<file path="src/rtl/sdr_req_arbiter_if.sv">
// -----------------------------------------------------------------------------
// sdr_req_arbiter_if
// Bundles the signals of the SDRAM front-end scheduler: the two requester
// ports (m0/m1), the controller system bus and the refresh handshake.
//
// Modports:
//   master : arbiter view. It receives requests and controller status and
//            drives grants, completions, read data and the controller bus.
//   slave  : environment view (requesters plus controller), the mirror image.
//
// Handshake rules:
//   Requester : m_req[i] is a level. m_wr/addr/wdata are held stable until
//               m_gnt[i] pulses. m_req[i] is dropped the cycle after m_gnt[i]
//               unless another access is wanted. Dropping it before the grant
//               withdraws the request.
//   Access    : sys_ADSn pulses low for one cycle, one cycle after m_gnt.
//               sys_D_VALID captures sys_D_in. sys_CYC_END ends the access,
//               and m_done pulses on the following cycle.
//   Refresh   : sys_REF_REQ stays high until sys_REF_ACK is seen. After the
//               ack the arbiter waits for sys_CYC_END.
// -----------------------------------------------------------------------------
interface sdr_req_arbiter_if #(
    parameter int ADDR_W = 16,
    parameter int DATA_W = 16
) ();
    logic              sys_INIT_DONE;
    logic [1:0]        m_req;
    logic [1:0]        m_wr;
    logic [ADDR_W-1:0] m0_addr;
    logic [ADDR_W-1:0] m1_addr;
    logic [DATA_W-1:0] m0_wdata;
    logic [DATA_W-1:0] m1_wdata;
    logic [1:0]        m_gnt;
    logic [1:0]        m_done;
    logic [1:0]        rd_valid;
    logic [DATA_W-1:0] rd_data;
    logic              sys_ADSn;
    logic              sys_R_Wn;
    logic [ADDR_W-1:0] sys_A;
    logic [DATA_W-1:0] sys_D;
    logic [DATA_W-1:0] sys_D_in;
    logic              sys_D_VALID;
    logic              sys_CYC_END;
    logic              sys_REF_REQ;
    logic              sys_REF_ACK;
    logic              ref_ovf;

    modport master (
        input  sys_INIT_DONE, m_req, m_wr, m0_addr, m1_addr, m0_wdata, m1_wdata,
               sys_D_in, sys_D_VALID, sys_CYC_END, sys_REF_ACK,
        output m_gnt, m_done, rd_valid, rd_data, sys_ADSn, sys_R_Wn, sys_A,
               sys_D, sys_REF_REQ, ref_ovf
    );

    modport slave (
        output sys_INIT_DONE, m_req, m_wr, m0_addr, m1_addr, m0_wdata, m1_wdata,
               sys_D_in, sys_D_VALID, sys_CYC_END, sys_REF_ACK,
        input  m_gnt, m_done, rd_valid, rd_data, sys_ADSn, sys_R_Wn, sys_A,
               sys_D, sys_REF_REQ, ref_ovf
    );
endinterface

</file>
<file path="src/rtl/sdr_req_arbiter.sv">
// -----------------------------------------------------------------------------
// sdr_req_arbiter
// Front-end scheduler for the SDRAM controller. It shares the single
// controller port between two requesters using round-robin arbitration. It
// also generates periodic auto-refresh credits and keeps a pending-refresh
// backlog. Refresh waits while traffic is present and is forced once the
// backlog reaches REF_URGENT.
//
// Ports:
//   sys_CLK     : clock
//   sys_RESET   : synchronous, active-low reset
//   bus         : sdr_req_arbiter_if.master (requesters + controller bus)
//   dbg_state_o : current FSM state
//   dbg_pend_o  : pending-refresh backlog
//   dbg_timer_o : refresh interval timer (zero-extended)
// -----------------------------------------------------------------------------
module sdr_req_arbiter #(
    parameter int ADDR_W       = 16,
    parameter int DATA_W       = 16,
    parameter int REF_INTERVAL = 390,
    parameter int REF_URGENT   = 4
) (
    input  logic               sys_CLK,
    input  logic               sys_RESET,
    sdr_req_arbiter_if.master  bus,
    output logic [2:0]         dbg_state_o,
    output logic [2:0]         dbg_pend_o,
    output logic [15:0]        dbg_timer_o
);
    localparam int TW = (REF_INTERVAL > 1) ? $clog2(REF_INTERVAL) : 1;
    localparam logic [TW-1:0] TMAX = TW'(REF_INTERVAL - 1);
    localparam logic [2:0]    URG  = 3'(REF_URGENT);

    typedef enum logic [2:0] {
        A_WAIT_INIT = 3'd0,
        A_IDLE      = 3'd1,
        A_ISSUE     = 3'd2,
        A_BUSY      = 3'd3,
        A_REF       = 3'd4
    } state_t;

    state_t            state_q, state_d;
    logic [TW-1:0]     timer_q, timer_d;
    logic [2:0]        pend_q, pend_d;
    logic              ovf_q, ovf_d;
    logic              last_q, last_d;      // index of the master granted last
    logic              gidx_q, gidx_d;      // master owning the current access
    logic [ADDR_W-1:0] addr_q, addr_d;
    logic [DATA_W-1:0] wdata_q, wdata_d;
    logic              rwn_q, rwn_d;
    logic              adsn_q, adsn_d;
    logic              refreq_q, refreq_d;
    logic [1:0]        gnt_q, gnt_d;
    logic [1:0]        done_q, done_d;
    logic [1:0]        rdv_q, rdv_d;
    logic [DATA_W-1:0] rdata_q, rdata_d;

    logic credit;
    logic ref_ack;
    logic win;

    // A tie goes to the master that was not granted last. Otherwise the
    // master that is requesting wins.
    assign win     = (bus.m_req == 2'b11) ? ~last_q : bus.m_req[1];
    assign credit  = (state_q != A_WAIT_INIT) && (timer_q == TMAX);
    assign ref_ack = (state_q == A_REF) && refreq_q && bus.sys_REF_ACK;

    always_comb begin
        state_d  = state_q;
        timer_d  = timer_q;
        pend_d   = pend_q;
        ovf_d    = ovf_q;
        last_d   = last_q;
        gidx_d   = gidx_q;
        addr_d   = addr_q;
        wdata_d  = wdata_q;
        rwn_d    = rwn_q;
        adsn_d   = 1'b1;
        refreq_d = refreq_q;
        gnt_d    = 2'b00;
        done_d   = 2'b00;
        rdv_d    = 2'b00;
        rdata_d  = rdata_q;

        case (state_q)
            A_WAIT_INIT: begin
                if (bus.sys_INIT_DONE) state_d = A_IDLE;
            end
            A_IDLE: begin
                if (pend_q >= URG) begin
                    state_d  = A_REF;
                    refreq_d = 1'b1;
                end else if (|bus.m_req) begin
                    gidx_d  = win;
                    last_d  = win;
                    addr_d  = win ? bus.m1_addr  : bus.m0_addr;
                    wdata_d = win ? bus.m1_wdata : bus.m0_wdata;
                    rwn_d   = ~bus.m_wr[win];
                    gnt_d   = win ? 2'b10 : 2'b01;
                    state_d = A_ISSUE;
                end else if (pend_q != 3'd0) begin
                    state_d  = A_REF;
                    refreq_d = 1'b1;
                end
            end
            A_ISSUE: begin
                adsn_d  = 1'b0;
                state_d = A_BUSY;
            end
            A_BUSY: begin
                if (bus.sys_D_VALID) begin
                    rdata_d = bus.sys_D_in;
                    rdv_d   = gidx_q ? 2'b10 : 2'b01;
                end
                if (bus.sys_CYC_END) begin
                    done_d  = gidx_q ? 2'b10 : 2'b01;
                    state_d = A_IDLE;
                end
            end
            A_REF: begin
                // While refreq_q is high, wait for the ack. After the ack, wait
                // for the controller to finish the refresh cycle.
                if (refreq_q) begin
                    if (bus.sys_REF_ACK) refreq_d = 1'b0;
                end else if (bus.sys_CYC_END) begin
                    state_d = A_IDLE;
                end
            end
            default: state_d = A_WAIT_INIT;
        endcase

        if (state_q != A_WAIT_INIT) begin
            timer_d = credit ? '0 : timer_q + 1'b1;
        end

        // A credit and an ack in the same cycle cancel each other.
        if (credit && !ref_ack) begin
            if (pend_q == 3'd7) ovf_d = 1'b1;
            else                pend_d = pend_q + 3'd1;
        end else if (ref_ack && !credit) begin
            pend_d = pend_q - 3'd1;
        end
    end

    always_ff @(posedge sys_CLK) begin
        if (!sys_RESET) begin
            state_q  <= A_WAIT_INIT;
            timer_q  <= '0;
            pend_q   <= 3'd0;
            ovf_q    <= 1'b0;
            last_q   <= 1'b1;   // marks m1 as granted last, so m0 wins first
            gidx_q   <= 1'b0;
            addr_q   <= '0;
            wdata_q  <= '0;
            rwn_q    <= 1'b1;
            adsn_q   <= 1'b1;
            refreq_q <= 1'b0;
            gnt_q    <= 2'b00;
            done_q   <= 2'b00;
            rdv_q    <= 2'b00;
            rdata_q  <= '0;
        end else begin
            state_q  <= state_d;
            timer_q  <= timer_d;
            pend_q   <= pend_d;
            ovf_q    <= ovf_d;
            last_q   <= last_d;
            gidx_q   <= gidx_d;
            addr_q   <= addr_d;
            wdata_q  <= wdata_d;
            rwn_q    <= rwn_d;
            adsn_q   <= adsn_d;
            refreq_q <= refreq_d;
            gnt_q    <= gnt_d;
            done_q   <= done_d;
            rdv_q    <= rdv_d;
            rdata_q  <= rdata_d;
        end
    end

    assign bus.m_gnt       = gnt_q;
    assign bus.m_done      = done_q;
    assign bus.rd_valid    = rdv_q;
    assign bus.rd_data     = rdata_q;
    assign bus.sys_ADSn    = adsn_q;
    assign bus.sys_R_Wn    = rwn_q;
    assign bus.sys_A       = addr_q;
    assign bus.sys_D       = wdata_q;
    assign bus.sys_REF_REQ = refreq_q;
    assign bus.ref_ovf     = ovf_q;

    assign dbg_state_o = state_q;
    assign dbg_pend_o  = pend_q;
    assign dbg_timer_o = 16'(timer_q);
endmodule

</file>
<file path="src/flat_wrapper.sv">
// flat-port wrapper written by rule: the top's interface ports become plain ports
module sdr_req_arbiter_flat 
#(
    parameter int ADDR_W       = 16,
    parameter int DATA_W       = 16,
    parameter int REF_INTERVAL = 390,
    parameter int REF_URGENT   = 4
)
  (sys_CLK, sys_RESET, dbg_state_o, dbg_pend_o, dbg_timer_o, bus_sys_INIT_DONE, bus_m_req, bus_m_wr, bus_m0_addr, bus_m1_addr, bus_m0_wdata, bus_m1_wdata, bus_sys_D_in, bus_sys_D_VALID, bus_sys_CYC_END, bus_sys_REF_ACK, bus_m_gnt, bus_m_done, bus_rd_valid, bus_rd_data, bus_sys_ADSn, bus_sys_R_Wn, bus_sys_A, bus_sys_D, bus_sys_REF_REQ, bus_ref_ovf);
  sdr_req_arbiter_if #(.ADDR_W(ADDR_W), .DATA_W(DATA_W)) bus_i ();
  input  logic sys_CLK;
  input  logic sys_RESET;
  output logic [2:0] dbg_state_o;
  output logic [2:0] dbg_pend_o;
  output logic [15:0] dbg_timer_o;
  input wire logic [$bits(bus_i.sys_INIT_DONE)-1:0] bus_sys_INIT_DONE;
  input wire logic [$bits(bus_i.m_req)-1:0] bus_m_req;
  input wire logic [$bits(bus_i.m_wr)-1:0] bus_m_wr;
  input wire logic [$bits(bus_i.m0_addr)-1:0] bus_m0_addr;
  input wire logic [$bits(bus_i.m1_addr)-1:0] bus_m1_addr;
  input wire logic [$bits(bus_i.m0_wdata)-1:0] bus_m0_wdata;
  input wire logic [$bits(bus_i.m1_wdata)-1:0] bus_m1_wdata;
  input wire logic [$bits(bus_i.sys_D_in)-1:0] bus_sys_D_in;
  input wire logic [$bits(bus_i.sys_D_VALID)-1:0] bus_sys_D_VALID;
  input wire logic [$bits(bus_i.sys_CYC_END)-1:0] bus_sys_CYC_END;
  input wire logic [$bits(bus_i.sys_REF_ACK)-1:0] bus_sys_REF_ACK;
  output wire logic [$bits(bus_i.m_gnt)-1:0] bus_m_gnt;
  output wire logic [$bits(bus_i.m_done)-1:0] bus_m_done;
  output wire logic [$bits(bus_i.rd_valid)-1:0] bus_rd_valid;
  output wire logic [$bits(bus_i.rd_data)-1:0] bus_rd_data;
  output wire logic [$bits(bus_i.sys_ADSn)-1:0] bus_sys_ADSn;
  output wire logic [$bits(bus_i.sys_R_Wn)-1:0] bus_sys_R_Wn;
  output wire logic [$bits(bus_i.sys_A)-1:0] bus_sys_A;
  output wire logic [$bits(bus_i.sys_D)-1:0] bus_sys_D;
  output wire logic [$bits(bus_i.sys_REF_REQ)-1:0] bus_sys_REF_REQ;
  output wire logic [$bits(bus_i.ref_ovf)-1:0] bus_ref_ovf;
  assign bus_i.sys_INIT_DONE = bus_sys_INIT_DONE;
  assign bus_i.m_req = bus_m_req;
  assign bus_i.m_wr = bus_m_wr;
  assign bus_i.m0_addr = bus_m0_addr;
  assign bus_i.m1_addr = bus_m1_addr;
  assign bus_i.m0_wdata = bus_m0_wdata;
  assign bus_i.m1_wdata = bus_m1_wdata;
  assign bus_i.sys_D_in = bus_sys_D_in;
  assign bus_i.sys_D_VALID = bus_sys_D_VALID;
  assign bus_i.sys_CYC_END = bus_sys_CYC_END;
  assign bus_i.sys_REF_ACK = bus_sys_REF_ACK;
  assign bus_m_gnt = bus_i.m_gnt;
  assign bus_m_done = bus_i.m_done;
  assign bus_rd_valid = bus_i.rd_valid;
  assign bus_rd_data = bus_i.rd_data;
  assign bus_sys_ADSn = bus_i.sys_ADSn;
  assign bus_sys_R_Wn = bus_i.sys_R_Wn;
  assign bus_sys_A = bus_i.sys_A;
  assign bus_sys_D = bus_i.sys_D;
  assign bus_sys_REF_REQ = bus_i.sys_REF_REQ;
  assign bus_ref_ovf = bus_i.ref_ovf;
  sdr_req_arbiter #(.ADDR_W(ADDR_W), .DATA_W(DATA_W), .REF_INTERVAL(REF_INTERVAL), .REF_URGENT(REF_URGENT)) u_core (.sys_CLK(sys_CLK), .sys_RESET(sys_RESET), .bus(bus_i), .dbg_state_o(dbg_state_o), .dbg_pend_o(dbg_pend_o), .dbg_timer_o(dbg_timer_o));
endmodule
</file>
<file path="config.mk">
export PLATFORM = sky130hd
export DESIGN_NAME = sdr_req_arbiter_flat
export DESIGN_NICKNAME = d
export VERILOG_FILES = /design/src/rtl/sdr_req_arbiter_if.sv /design/src/rtl/sdr_req_arbiter.sv /design/src/flat_wrapper.sv
export SDC_FILE = /design/constraint.sdc
export NUM_CORES = 1
export LEC_CHECK = 0
export ABC_AREA = 1
export CAP_MARGIN = 10
export CORE_MARGIN = 2
export CORE_UTILIZATION = 30
export CTS_CLUSTER_SIZE = 28
export DETAILED_ROUTE_END_ITERATION = 8
export PLACE_DENSITY = 0.61
export SKIP_LAST_GASP = 1
export SLEW_MARGIN = 40
export SYNTH_ARGS = -nofsm -noshare
export SYNTH_HDL_FRONTEND = slang
export SYNTH_SLANG_ARGS = --single-unit
</file>
<file path="constraint.sdc">
create_clock -name sys_CLK -period 2.4 [get_ports sys_CLK]
set_input_delay 0.72 -clock sys_CLK [delete_from_list [all_inputs] [get_ports sys_CLK]]
set_output_delay 0.72 -clock sys_CLK [all_outputs]
set_load 0.01 [all_outputs]
</file>
==> results of run 1 <==
==> cells by family after synthesis <==
kind of cell               Yosys count
AOI/OAI and AO/OA                  133
adders and majority gates            3
buffers and inverters               62
DFF                                 75
other                                1
and+or+nand+nor                    172
==> how the worst max path moves through the flow <==
stage	start	to	slack, ns	cells after the start
5_1_grt	u_core.dbg_state_o[1]	dbg_state_o[1]	0.15	1
2_1_floorplan	u_core.timer_q[0]	u_core.dbg_pend_o[2]	0.46	13
3_5_place_dp	bus_sys_REF_ACK	u_core.dbg_pend_o[2]	-0.04	10
3_3_place_gp	bus_sys_REF_ACK	u_core.dbg_pend_o[2]	0.002	12
6_report	u_core.dbg_state_o[1]	dbg_state_o[1]	0.22	1
4_1_cts	u_core.dbg_state_o[1]	dbg_state_o[1]	0.20	1
==> layout make-up <==
type                    instances  area (um^2)
clock buffers                  11        141.4
clock inverters                 5        52.55
fillers                      1051         5528
inverters                      31        116.4
multi-input cells             315         1514
flip-flops and latches         75         1501
well taps                     140        175.2
repair buffers                176         1764
==> state kept, by name, indices dropped and copies added (netlist names), 2 cells and up <==
signal               count
u_core.dbg_pend_o        3
u_core.bus.m_gnt         2
u_core.bus.sys_A        16
u_core.bus.rd_data      16
u_core.bus.m_done        2
u_core.bus.rd_valid      2
u_core.bus.sys_D        16
u_core.dbg_state_o       3
u_core.timer_q           9
==> layer usage <==
metal / routed length [um] / up-vias / share of wire [%]
met3: 968 / 10 / 9.1
met5: 0 / - / 0
met2: 5269 / 140 / 49
met4: 133 / 0 / 1.2
met1: 4324 / 1668 / 40
li1: - / 1801 / -
==> where the power goes <==
| part | switching, mW | internal, mW | leakage [nW] |
|---|---|---|---|
| registers | 0.199 | 1.52 | 0.611 |
| logic | 0.972 | 0.932 | 1.32 |
| clock network | 0.466 | 0.504 | 0.0991 |
==> cell usage in the layout, fill, tap and decap left out <==
cell,n
a21oi_2,8
nor3_1,7
o211ai_1,1
clkinv_1,1
clkbuf_8,10
nand4_1,5
dfxtp_1,75
clkinv_2,3
buf_12,3
nor2_1,28
nand2_2,5
buf_4,11
clkbuf_1,1
a21oi_1,86
nand3_1,32
ha_1,2
nand2_1,91
a31oi_1,1
clkinvlp_4,1
nor2_2,2
conb_1,7
inv_1,23
nor3_4,1
bufinv_16,1
inv_2,7
o21ai_1,36
o31ai_1,1
clkdlybuf4s50_1,162
fa_1,1
nor3b_1,1
==> per-stage QoR <==
step	worst slack, ns	instances	instance area [um^2]	total power [mW]	hold slack (ns)
CTS	0.2000	753	5265	4.651	0.4628
global placement	0.001950	737	5071	3.628	0.4395
finish	0.2226	753	5265	4.594	0.4594
floorplan	0.4604	452	3313	2.726	0.4264
global route	0.1490	753	5265	4.900	0.4758
detailed placement	-0.04351	737	5071	3.655	0.4470
==> impl_metrics.json, run 1 <==
{
  "status": "finished clean",
  "r2r-start": "u_core.timer_q[0]",
  "antenna_cells": 0,
  "core_area_um2": 10790,
  "die_h_um": 108.7,
  "dieArea_um2": 11820,
  "syn_to_final_growth_pct": 60.00,
  "grt_pass1_vias": 3514,
  "powerDensity_nw_per_um2": 872.6,
  "setup_viol_count_final": 0,
  "min_from": "u_core.bus.rd_data[10]",
  "startpoint_type": "register",
  "vias": 3619,
  "worstPathCellList": "clkdlybuf4s50_1",
  "syn_area_um2": 3291,
  "synth_area_per_cell_um2": 7.378,
  "synth.top_cells.by_area": "dfxtp_1 (46%), a21oi_1 (13%), nand2_1 (10%)",
  "cts-resized-gates": 0,
  "clock.fmax_ghz": 0.4593,
  "ios": 170,
  "cp_data_arrival_time_ns": 1.46,
  "utilization_pct": 48.78,
  "first_pass_iters": 4,
  "netlist.top_cell.by_area": "dfxtp_1",
  "ys_ff_latch": 75,
  "numCtsBuffers": 9,
  "vias_per_cell": 4.806,
  "synth_top_area_share_pct": 45.63,
  "drive_gt1_share_pct": 8.483,
  "final_nets": 701,
  "numClockSinks": 75,
  "postCtsHoldBufs": 0,
  "hold_violations": 0,
  "synth_fa_ha_area_share_pct": 1.369,
  "synth_compound_area_share_pct": 21.33,
  "cp.required_ns": 1.68,
  "gr-usage-met2_pct": 31.83,
  "min_path_type": "reg2reg",
  "met1_usage_pct": 20.00,
  "antenna_left": 0,
  "track_usage_pct": 18.19,
  "max_cap_viol_count": 0,
  "wl_um": 10700,
  "reg2reg_slack_ns": 0.39,
  "synth_edf_count": 0,
  "holdPathStages": 2,
  "worstHoldEndpoint": "u_core.bus.rd_data[10]",
  "skew_ns": 0.007130,
  "ys_dominant_reg_cell": "dfxtp_1",
  "cts_max_path_buffers": 2,
  "cts-root-buf": "clkbuf_8",
  "ir_worst_vdd_uv": 416.7,
  "crit_type": "reg2out",
  "fin_setup_tns_ns": 0,
  "cts_tree": "done",
  "synth-xor-area-share_pct": 0,
  "place_congestion": 0.8029,
  "synthDistinctLibCells": 27,
  "synth.most_common_cell": "nand2_1",
  "drt_iter0_markers": 238,
  "p_leak_nw": 2.031,
  "port_buffers": 162,
  "slowest_delay_ns": 0.61,
  "finalMaxSlewViolations": 0,
  "seq_area_frac_synth_pct": 45.63,
  "finalCritPeriodShare_pct": 90.72,
  "antenna_found_initial": 0,
  "fin_crit_ns": 2.177,
  "crit_fanout": 7,
  "synthMuxAreaShare_pct": 0,
  "fp.dieW_um": 108.7,
  "grt_setup_unrepaired": "no",
  "reg2reg_depth": 11,
  "initial_utilization_pct": 30.49,
  "dp_hpwl_um": 7905,
  "path_clk_slew_ns": 0.07,
  "h-tree-depth": 3,
  "drc": 0,
  "synth_top_family_by_area": "simple AND/OR/NAND/NOR gates",
  "clk_latency_ns": 0.34,
  "yosys-top-cells-count": "nand2_1 (91), a21oi_1 (86), dfxtp_1 (75), o21ai_1 (36), nand3_1 (32)",
  "path_buf_inv": 1,
  "row_count": 38,
  "crit_family": "buffers and inverters",
  "cts_setup_buffers": 0,
  "synth_simple_gate_area_share_pct": 22.51,
  "slowest_stage": "clkdlybuf4s50_1",
  "grt_overflow": 0,
  "met3_usage_pct": 6.455,
  "grt_max_degree": 40,
  "grt_pass1_wl_um": 16790,
  "grt-busiest-layer": "met2",
  "async_flop_share_pct": 0,
  "wl_per_cell_um": 14.20,
  "timing.rr.end": "u_core.dbg_pend_o[2]",
  "netlist_instances": 446,
  "crit_path_end_kind": "primary output",
  "yosysWarnings": 0
}
(Power assumes the default switching activity.)
==> run 2, diff against run 1 <==
CAP_MARGIN = unset   (was 10)
==> results of run 2 <==
Same layout as run 1: the final DEF is identical, and so are final timing and power.
==> run 3, diff against run 2 <==
clock period = 2.55 ns   (was 2.4 ns; I/O delays follow)
==> impl_metrics.json, run 3 (same netlist as run 1, synthesis figures left out) <==
{
  "wl_per_cell_um": 14.13,
  "antenna_found_initial": 0,
  "status": "finished clean",
  "cts-resized-gates": 0,
  "cts-root-buf": "clkbuf_8",
  "skew_ns": 0.005594,
  "h-tree-depth": 3,
  "syn_to_final_growth_pct": 58.40,
  "slowest_delay_ns": 0.62,
  "cts_setup_buffers": 0,
  "clk_latency_ns": 0.34,
  "layout_common_cells": "clkdlybuf4s50_1 (162), nand2_1 (91), a21oi_1 (86)",
  "place_congestion": 0.7973,
  "initial_utilization_pct": 30.49,
  "vias": 3533,
  "postCtsHoldBufs": 0,
  "grt_setup_unrepaired": "no",
  "timing.rr.end": "u_core.dbg_pend_o[2]",
  "gr-usage-met2_pct": 31.83,
  "relSlewSlack_pct": 66.02,
  "worstMarginPinSlew_ns": 0.5090,
  "dp_hpwl_um": 7699,
  "startpoint_type": "register",
  "reg2reg_slack_ns": 0.38,
  "path_buf_inv": 1,
  "ir_worst_vdd_uv": 375.1,
  "met3_usage_pct": 7.711,
  "finalCritPeriodShare_pct": 88.97,
  "crit_type": "reg2out",
  "cts_tree": "done",
  "row_count": 38,
  "p_leak_nw": 2.002,
  "crit_path_end_kind": "primary output",
  "fillerInstances": 1059,
  "drc": 0,
  "drt_iter0_markers": 191,
  "fin_crit_ns": 2.269,
  "powerDensity_nw_per_um2": 814.2,
  "ios": 170,
  "core_area_um2": 10790,
  "clock.fmax_ghz": 0.4408,
  "track_usage_pct": 18.50,
  "worstPathCellList": "clkdlybuf4s50_1",
  "mostFrequentLayoutCell": "clkdlybuf4s50_1",
  "antenna_left": 0,
  "grt_pass1_vias": 3533,
  "r2r-start": "u_core.dbg_state_o[1]",
  "vias_per_cell": 4.730,
  "cp_data_arrival_time_ns": 1.50,
  "port_buffers": 162,
  "hold_slack_ns": 0.4605,
  "cp.required_ns": 1.79,
  "numClockSinks": 75,
  "reg2reg_depth": 12,
  "final_nets": 696,
  "first_pass_iters": 4,
  "cts_max_path_buffers": 2,
  "path_clk_slew_ns": 0.07,
  "grt_max_degree": 40,
  "grt_pass1_wl_um": 17020,
  "crit_family": "buffers and inverters",
  "drive_gt1_share_pct": 7.578,
  "worstSetupPathDepth": 1,
  "met1_usage_pct": 20.57,
  "wl_um": 10560,
  "grt-busiest-layer": "met2",
  "die_h_um": 108.7,
  "numCtsBuffers": 9,
  "grt_overflow": 0,
  "fin_setup_tns_ns": 0,
  "min_path_type": "reg2reg",
  "min_from": "u_core.bus.ref_ovf",
  "antenna_cells": 0,
  "finalMaxSlewViolations": 0,
  "worstHoldEndpoint": "u_core.bus.ref_ovf",
  "hold_violations": 0,
  "max_cap_viol_count": 0,
  "dieArea_um2": 11820,
  "crit_fanout": 9,
  "holdPathStages": 2,
  "setup_viol_count_final": 0,
  "slowest_stage": "clkdlybuf4s50_1",
  "fp.dieW_um": 108.7
}
## run 3: per-layer routing
| metal | up-vias | routed length [um] |
|---|---|---|
| met5 | - | 0 |
| li1 | 1786 | - |
| met1 | 1595 | 4237 |
| met2 | 135 | 5167 |
| met4 | 0 | 206 |
| met3 | 17 | 947 |
## run 3: worst min-delay path: stages (launching register included)
cell and delay (ns):
dfxtp_1 0.32, inv_1 0.05, a21oi_1 0.05
## run 3: worst max path at each step
stage | endpoint | start
after floorplan | u_core.dbg_pend_o[2] | bus_sys_REF_ACK
after global placement | u_core.dbg_pend_o[2] | bus_sys_REF_ACK
after detailed placement | u_core.dbg_pend_o[2] | bus_sys_REF_ACK
after CTS | dbg_state_o[2] | u_core.dbg_state_o[2]
after global routing | u_core.dbg_pend_o[2] | u_core.dbg_state_o[1]
final | dbg_state_o[2] | u_core.dbg_state_o[2]
## run 3: metrics by stage
stage / power (mW) / util [%] / instances / worst slack, ns / area (um^2)
after floorplan: 2.565 / - / 452 / 0.6059 / 3313
after global placement: 3.403 / 46.64 / 732 / 0.09604 / 5034
after detailed placement: 3.423 / 46.64 / 732 / 0.03127 / 5034
after CTS: 4.306 / 48.30 / 747 / 0.2609 / 5213
after global routing: 4.558 / 48.30 / 747 / 0.1583 / 5213
final: 4.244 / 48.30 / 747 / 0.2813 / 5213
## run 3: power by group
| part | internal [mW] | switching (mW) |
|---|---|---|
| logic | 0.867 | 0.900 |
| registers | 1.43 | 0.194 |
| clock network | 0.426 | 0.426 |
| total | 2.72 | 1.52 |
## run 3: layout make-up
cell class                      instances  area, um^2  share of cell area [%]
Timing Repair Buffer                  171        1727                   33.13
Clock inverter                          2       10.01                  0.1920
Inverter                               31       116.4                   2.232
Clock buffer                           13       168.9                   3.241
Tap cell                              140       175.2                   3.361
Multi-Input combinational cell        315        1514                   29.04
Sequential cell                        75        1501                   28.80
